<file path="config.mk">
export PLATFORM = sky130hd
export DESIGN_NAME = run_ctrl
export DESIGN_NICKNAME = d
export VERILOG_FILES = /design/src/rtl/run_ctrl_pkg.sv /design/src/rtl/run_ctrl_debounce.sv /design/src/rtl/run_ctrl.sv
export SDC_FILE = /design/constraint.sdc
export NUM_CORES = 1
export LEC_CHECK = 0
export ABC_CLOCK_PERIOD_IN_PS = 2500
export CAP_MARGIN = 20
export CORE_MARGIN = 2
export CORE_UTILIZATION = 40
export DETAILED_ROUTE_END_ITERATION = 8
export GPL_ROUTABILITY_DRIVEN = 0
export SLEW_MARGIN = 20
export SYNTH_ARGS = -nofsm -noshare
export SYNTH_HDL_FRONTEND = slang
export SYNTH_SLANG_ARGS = --single-unit
</file>
<file path="constraint.sdc">
create_clock -name clk -period 2.5 [get_ports clk]
set_input_delay 0.375 -clock clk [delete_from_list [all_inputs] [get_ports clk]]
set_output_delay 0.375 -clock clk [all_outputs]
set_load 0.1 [all_outputs]
</file>
<file path="src/rtl/run_ctrl_pkg.sv">
// Shared definitions for the run/step controller: FSM encoding and
// free-run rate multipliers.
package run_ctrl_pkg;

   typedef enum logic [1:0] {
      ST_PAUSE = 2'd0,
      ST_RUN   = 2'd1,
      ST_STEP  = 2'd2,
      ST_HOLD  = 2'd3
   } state_e;

   localparam int MULT_SLOW = 100;
   localparam int MULT_MED  = 10;
   localparam int MULT_FAST = 1;
   localparam logic [1:0] RATE_EVERY = 2'd3;

   // Ticks per cpu_en pulse for a given rate code.
   function automatic int rate_div(input logic [1:0] sel, input int base_div);
      int div;
      case (sel)
         2'd0:    div = base_div * MULT_SLOW;
         2'd1:    div = base_div * MULT_MED;
         2'd2:    div = base_div * MULT_FAST;
         default: div = 1;
      endcase
      return div;
   endfunction

endpackage

</file>
<file path="src/rtl/run_ctrl_debounce.sv">
// Two-flop synchronizer followed by a stability counter; the output only
// follows the input after it has differed for DEB_CYCLES consecutive cycles.
module debounce #(
   parameter int DEB_CYCLES = 1000000
) (
   input  logic clk,
   input  logic rst_n,
   input  logic din,
   output logic dout
);

   localparam int CNT_W = (DEB_CYCLES > 1) ? $clog2(DEB_CYCLES) : 1;
   localparam logic [CNT_W-1:0] CNT_LAST = CNT_W'(DEB_CYCLES - 1);

   logic             sync1_q, sync1_d;
   logic             sync2_q, sync2_d;
   logic             db_q, db_d;
   logic [CNT_W-1:0] cnt_q, cnt_d;

   always_comb begin
      sync1_d = din;
      sync2_d = sync1_q;
      db_d    = db_q;
      cnt_d   = '0;
      // Any cycle where the synchronized value agrees restarts the count.
      if (sync2_q != db_q) begin
         if (cnt_q == CNT_LAST) db_d = sync2_q;
         else                   cnt_d = cnt_q + 1'b1;
      end
   end

   always_ff @(posedge clk or negedge rst_n) begin
      if (!rst_n) begin
         sync1_q <= 1'b0;
         sync2_q <= 1'b0;
         db_q    <= 1'b0;
         cnt_q   <= '0;
      end else begin
         sync1_q <= sync1_d;
         sync2_q <= sync2_d;
         db_q    <= db_d;
         cnt_q   <= cnt_d;
      end
   end

   assign dout = db_q;

endmodule

</file>
<file path="src/rtl/run_ctrl.sv">
// Run/step controller for the MIPS core: debounced switch and button drive a
// PAUSE/RUN/STEP/HOLD FSM that emits single-cycle cpu_en pulses.
module run_ctrl
   import run_ctrl_pkg::*;
#(
   parameter int DEB_CYCLES = 1000000,
   parameter int BASE_DIV   = 1000000
) (
   input  logic        clk,
   input  logic        rst_n,
   input  logic        run_sw,
   input  logic        step_btn,
   input  logic [1:0]  rate_sel,
   output logic        cpu_en,
   output logic        running,
   output logic [15:0] step_cnt,
   output logic [1:0]  state_dbg
);

   localparam int TICK_W = $clog2(BASE_DIV * MULT_SLOW);

   state_e            state_q, state_d;
   logic [TICK_W-1:0] tick_q, tick_d;
   logic [1:0]        rate_q, rate_d;
   logic              cpu_en_q, cpu_en_d;
   logic              running_q, running_d;
   logic [15:0]       step_cnt_q, step_cnt_d;
   logic              step_prev_q, step_prev_d;

   logic              db_run, db_step, step_req;
   logic              rate_chg, tick_hit, stay_run;
   logic [TICK_W-1:0] div_m1;

   debounce #(.DEB_CYCLES(DEB_CYCLES)) u_deb_run (
      .clk(clk), .rst_n(rst_n), .din(run_sw), .dout(db_run)
   );

   debounce #(.DEB_CYCLES(DEB_CYCLES)) u_deb_step (
      .clk(clk), .rst_n(rst_n), .din(step_btn), .dout(db_step)
   );

   always_comb begin
      step_req    = db_step & ~step_prev_q;
      step_prev_d = db_step;
      rate_d      = rate_sel;
      rate_chg    = (rate_sel != rate_q);
      div_m1      = TICK_W'(rate_div(rate_sel, BASE_DIV) - 1);
      tick_hit    = (tick_q == div_m1);

      state_d = state_q;
      case (state_q)
         ST_PAUSE: begin
            if (db_run)        state_d = ST_RUN;
            else if (step_req) state_d = ST_STEP;
         end
         ST_RUN:  if (!db_run)  state_d = ST_PAUSE;
         ST_STEP:               state_d = ST_HOLD;
         ST_HOLD: if (!db_step) state_d = ST_PAUSE;
         default:               state_d = ST_PAUSE;
      endcase

      // A tick only fires while RUN persists, so leaving RUN never leaks a pulse.
      stay_run = (state_q == ST_RUN) && (state_d == ST_RUN);
      tick_d   = '0;
      if (stay_run && !rate_chg && !tick_hit) tick_d = tick_q + 1'b1;

      cpu_en_d   = (state_d == ST_STEP) || (stay_run && !rate_chg && tick_hit);
      running_d  = (state_d == ST_RUN);
      step_cnt_d = step_cnt_q + {15'd0, cpu_en_q};
   end

   always_ff @(posedge clk or negedge rst_n) begin
      if (!rst_n) begin
         state_q     <= ST_PAUSE;
         tick_q      <= '0;
         rate_q      <= 2'd0;
         cpu_en_q    <= 1'b0;
         running_q   <= 1'b0;
         step_cnt_q  <= 16'd0;
         step_prev_q <= 1'b0;
      end else begin
         state_q     <= state_d;
         tick_q      <= tick_d;
         rate_q      <= rate_d;
         cpu_en_q    <= cpu_en_d;
         running_q   <= running_d;
         step_cnt_q  <= step_cnt_d;
         step_prev_q <= step_prev_d;
      end
   end

   assign cpu_en    = cpu_en_q;
   assign running   = running_q;
   assign step_cnt  = step_cnt_q;
   assign state_dbg = state_q;

endmodule

</file>
==> metrics.txt <==
initial antenna violation count=0; Tmin final=approximately 2.3 ns; crit path max fanout=7; Hold Slack=-0.0004244 ns; GRT Util Overall=between 10% and 20%; Max Cap Violations=0; largest net degree at the start of global routing=41; Placed Area=roughly 0.0051 mm2; Cell Rows=39; Required @ worst endpoint=between 2 and 3 ns; R2R Path End=u_deb_run.cnt_q[10]$_DFF_PN0_; Mapped Area=0.004647 mm2; Worst EP arrival=2.56 ns; DRT Wirelength=slightly below 9000 um; worst setup path startpoint=rate_sel[0]; Reg-to-Reg Start=u_deb_run.cnt_q[0]$_DFF_PN0_; post-synthesis sequential area ratio=between 50% and 60%; Final #Nets=520; DR vias/cell=about 5.0; IO buf count=25; VDD IR max=between 0.0004 and 0.0005 V; # IOs=26; commonest non-fill, non-tap cells in the layout=96 x dfrtp_1, 93 x nor2_1, 42 x xor2_1; Die Footprint=approximately 0.012 mm2; async set-reset flop share out of synthesis=100.0%; CP Launch Type=input port; Clock Sinks=96; WS Path Type=in2reg; Final HPWL DP=6318 um; RSZ-0062 raised after global routing=false; Max Slew Vio Count=0; DR WL/cell=approximately 14 um; DRC viols=0; Starting Density=between 40% and 50%; met2 wire length=4102 um; fmax=roughly 440 MHz; first-pass GRT wire length=between 15,000 and 20,000 um; slew margin rel.=about two thirds; ant diodes=0; layout cells sized above 1=11.44%; met3 wire len=about 350 um; clk root buf=clkbuf_16; DRT iter0 DRCs=around 190; cells after synthesis=around 460; met1 wire length=about 4300 um; Synth cell types=40; Clock transition at path regs=0.07 ns; Most used DFF post-synth=dfrtp_1; Worst Max-Slew Pin Slew=roughly 0.52 ns; Leak=~0.0024 uW; number of setup violations in the final report=0; top sig layer=met4; Area Growth Syn to Fin=16.51%; Worst Reg-to-Reg Cells=6; worst skew pair latency=~0.34 ns; drt first pass iters=4; YS warnings=0; Vias=around 3.2k; Power Total=about 3100 uW; CTS resizes=0; total gr overflow=0; number of synthesized register bits=96; post-route ant nets=0; Pwr per Cell Area=between 500 and 600 mW/mm2; H-tree Lvls=3; ranking of synthesized cells by area=dfrtp_1 52%, xor2_1 7.9%, xnor2_1 7.5%; Tcrit/Tclk final=between 90% and 100%; Avg Inst Size Synth=10.06 um2; Post-synth EDFFs=0; status=finished, violations left; postcts setup bufs=0; vias in the first global route=roughly 3.3k; clock skew=about 0.008 ns; Worst Hold Class=in2async; final instance area=around 0.0054 mm2; CTS Hold Bufs=0; CTS buffer count=9; TritonCTS clock tree=yes; final hold viol count=5; failing checks=hold timing; Synth area leader=dfrtp_1; Synth top area share=51.70%; FF-to-FF setup slack=between 0.3 and 0.4 ns; Die X=roughly 110 um; kind of end point of the critical path=flop; Placeable Area=about 0.011 mm2; Synth Net Count=479; Die Y=between 100 and 150 um; leading cell type in the layout, fill and taps excluded=dfrtp_1; clk buf depth=2
## worst max path at each step
stage / to / slack, ns
after floorplan: step_cnt[13]$_DFF_PN0_ / 0.30
after CTS: cpu_en$_DFF_PN0_ / 0.23
final: cpu_en$_DFF_PN0_ / 0.22
after global placement: cpu_en$_DFF_PN0_ / -0.11
after global routing: tick_q[24]$_DFF_PN0_ / 0.05
after detailed placement: cpu_en$_DFF_PN0_ / -0.13
## routing by layer
layer  track usage, %  vias to the layer above
met5                0                        -
met4            4.609                        0
li1                 -                     1618
met2            25.17                       55
met1            19.94                     1566
met3            4.790                        4
## state kept, by name, summed over array words and instances, names as in the netlist, 2 cells and up
| name | flops |
|---|---|
| state_dbg | 2 |
| rate_q | 2 |
| tick_q | 27 |
| step_cnt | 16 |
| u_deb_run.cnt_q | 20 |
| u_deb_step.cnt_q | 20 |
## power by group
group / total, uW / internal [uW] / switching, uW / leakage, uW
sequential: 1580 / 1570 / 11.3 / 0.00132
clock: 1430 / 867 / 565 / 0.000147
combinational: 128 / 50.5 / 77.9 / 0.000891
total: 3140 / 2480 / 654 / 0.00236
## cell usage after synthesis, drive strengths merged (4+ instances only)
| library cell | instances |
|---|---|
| dfrtp | 96 |
| nor2 | 93 |
| xor2 | 42 |
| xnor2 | 40 |
| nand2 | 34 |
| nand3 | 34 |
| nand4 | 15 |
| inv | 13 |
| ha | 11 |
| nor3 | 9 |
| buf | 8 |
| nor4 | 8 |
| and3 | 7 |
| o21ai | 6 |
| a21oi | 5 |
| and4 | 5 |
| and2 | 4 |
| nor2b | 4 |
## kinds of logic (layout without fill, tap and decap cells)
logic type / Yosys count / after routing / share of synthesized area, %
AND/OR/NAND/NOR: 230 / 230 / 23.96
flip-flops: 96 / 96 / 51.70
XOR/XNOR: 82 / 82 / 15.46
buffers and inverters: 23 / 68 / 2.558
AO/OA/AOI/OAI: 17 / 17 / 2.693
adder cells (fa/ha/maj): 11 / 11 / 2.962
multiplexers: 3 / 3 / 0.6731
## layout make-up
cell class / instances / area, um2
Clock buffer: 9 / 225.2
Clock inverter: 6 / 85.08
Fill cell: 1042 / 5956
Inverter: 13 / 48.80
Multi-Input combinational cell: 343 / 2126
Sequential cell: 96 / 2402
Tap cell: 143 / 178.9
Timing Repair Buffer: 40 / 347.8
## through the flow
stage / std cells / TNS, ns / hold WS [ns] / util (%) / worst slack, ns
floorplan: 462 / 0 / 0.07941 / - / 0.2961
global placement: 635 / -1.894 / 0.3421 / 44.89 / -0.1082
detailed placement: 635 / -2.783 / 0.3418 / 44.89 / -0.1331
CTS: 650 / 0 / 0.01386 / 47.62 / 0.2265
global route: 650 / 0 / 0.02914 / 47.62 / 0.05216
finish: 650 / 0 / -0.0004244 / 47.62 / 0.2179
## critical path, cell delays in order
cell	delay, ns
clkdlybuf4s50_1	0.50
inv_1	0.07
ha_1	0.29
xor2_1	0.18
buf_4	0.16
nor3_1	0.18
a311o_1	0.14
nand3_1	0.15
or3_1	0.43
nand2_1	0.10
Note: power is estimated with default switching activity, not from simulation.
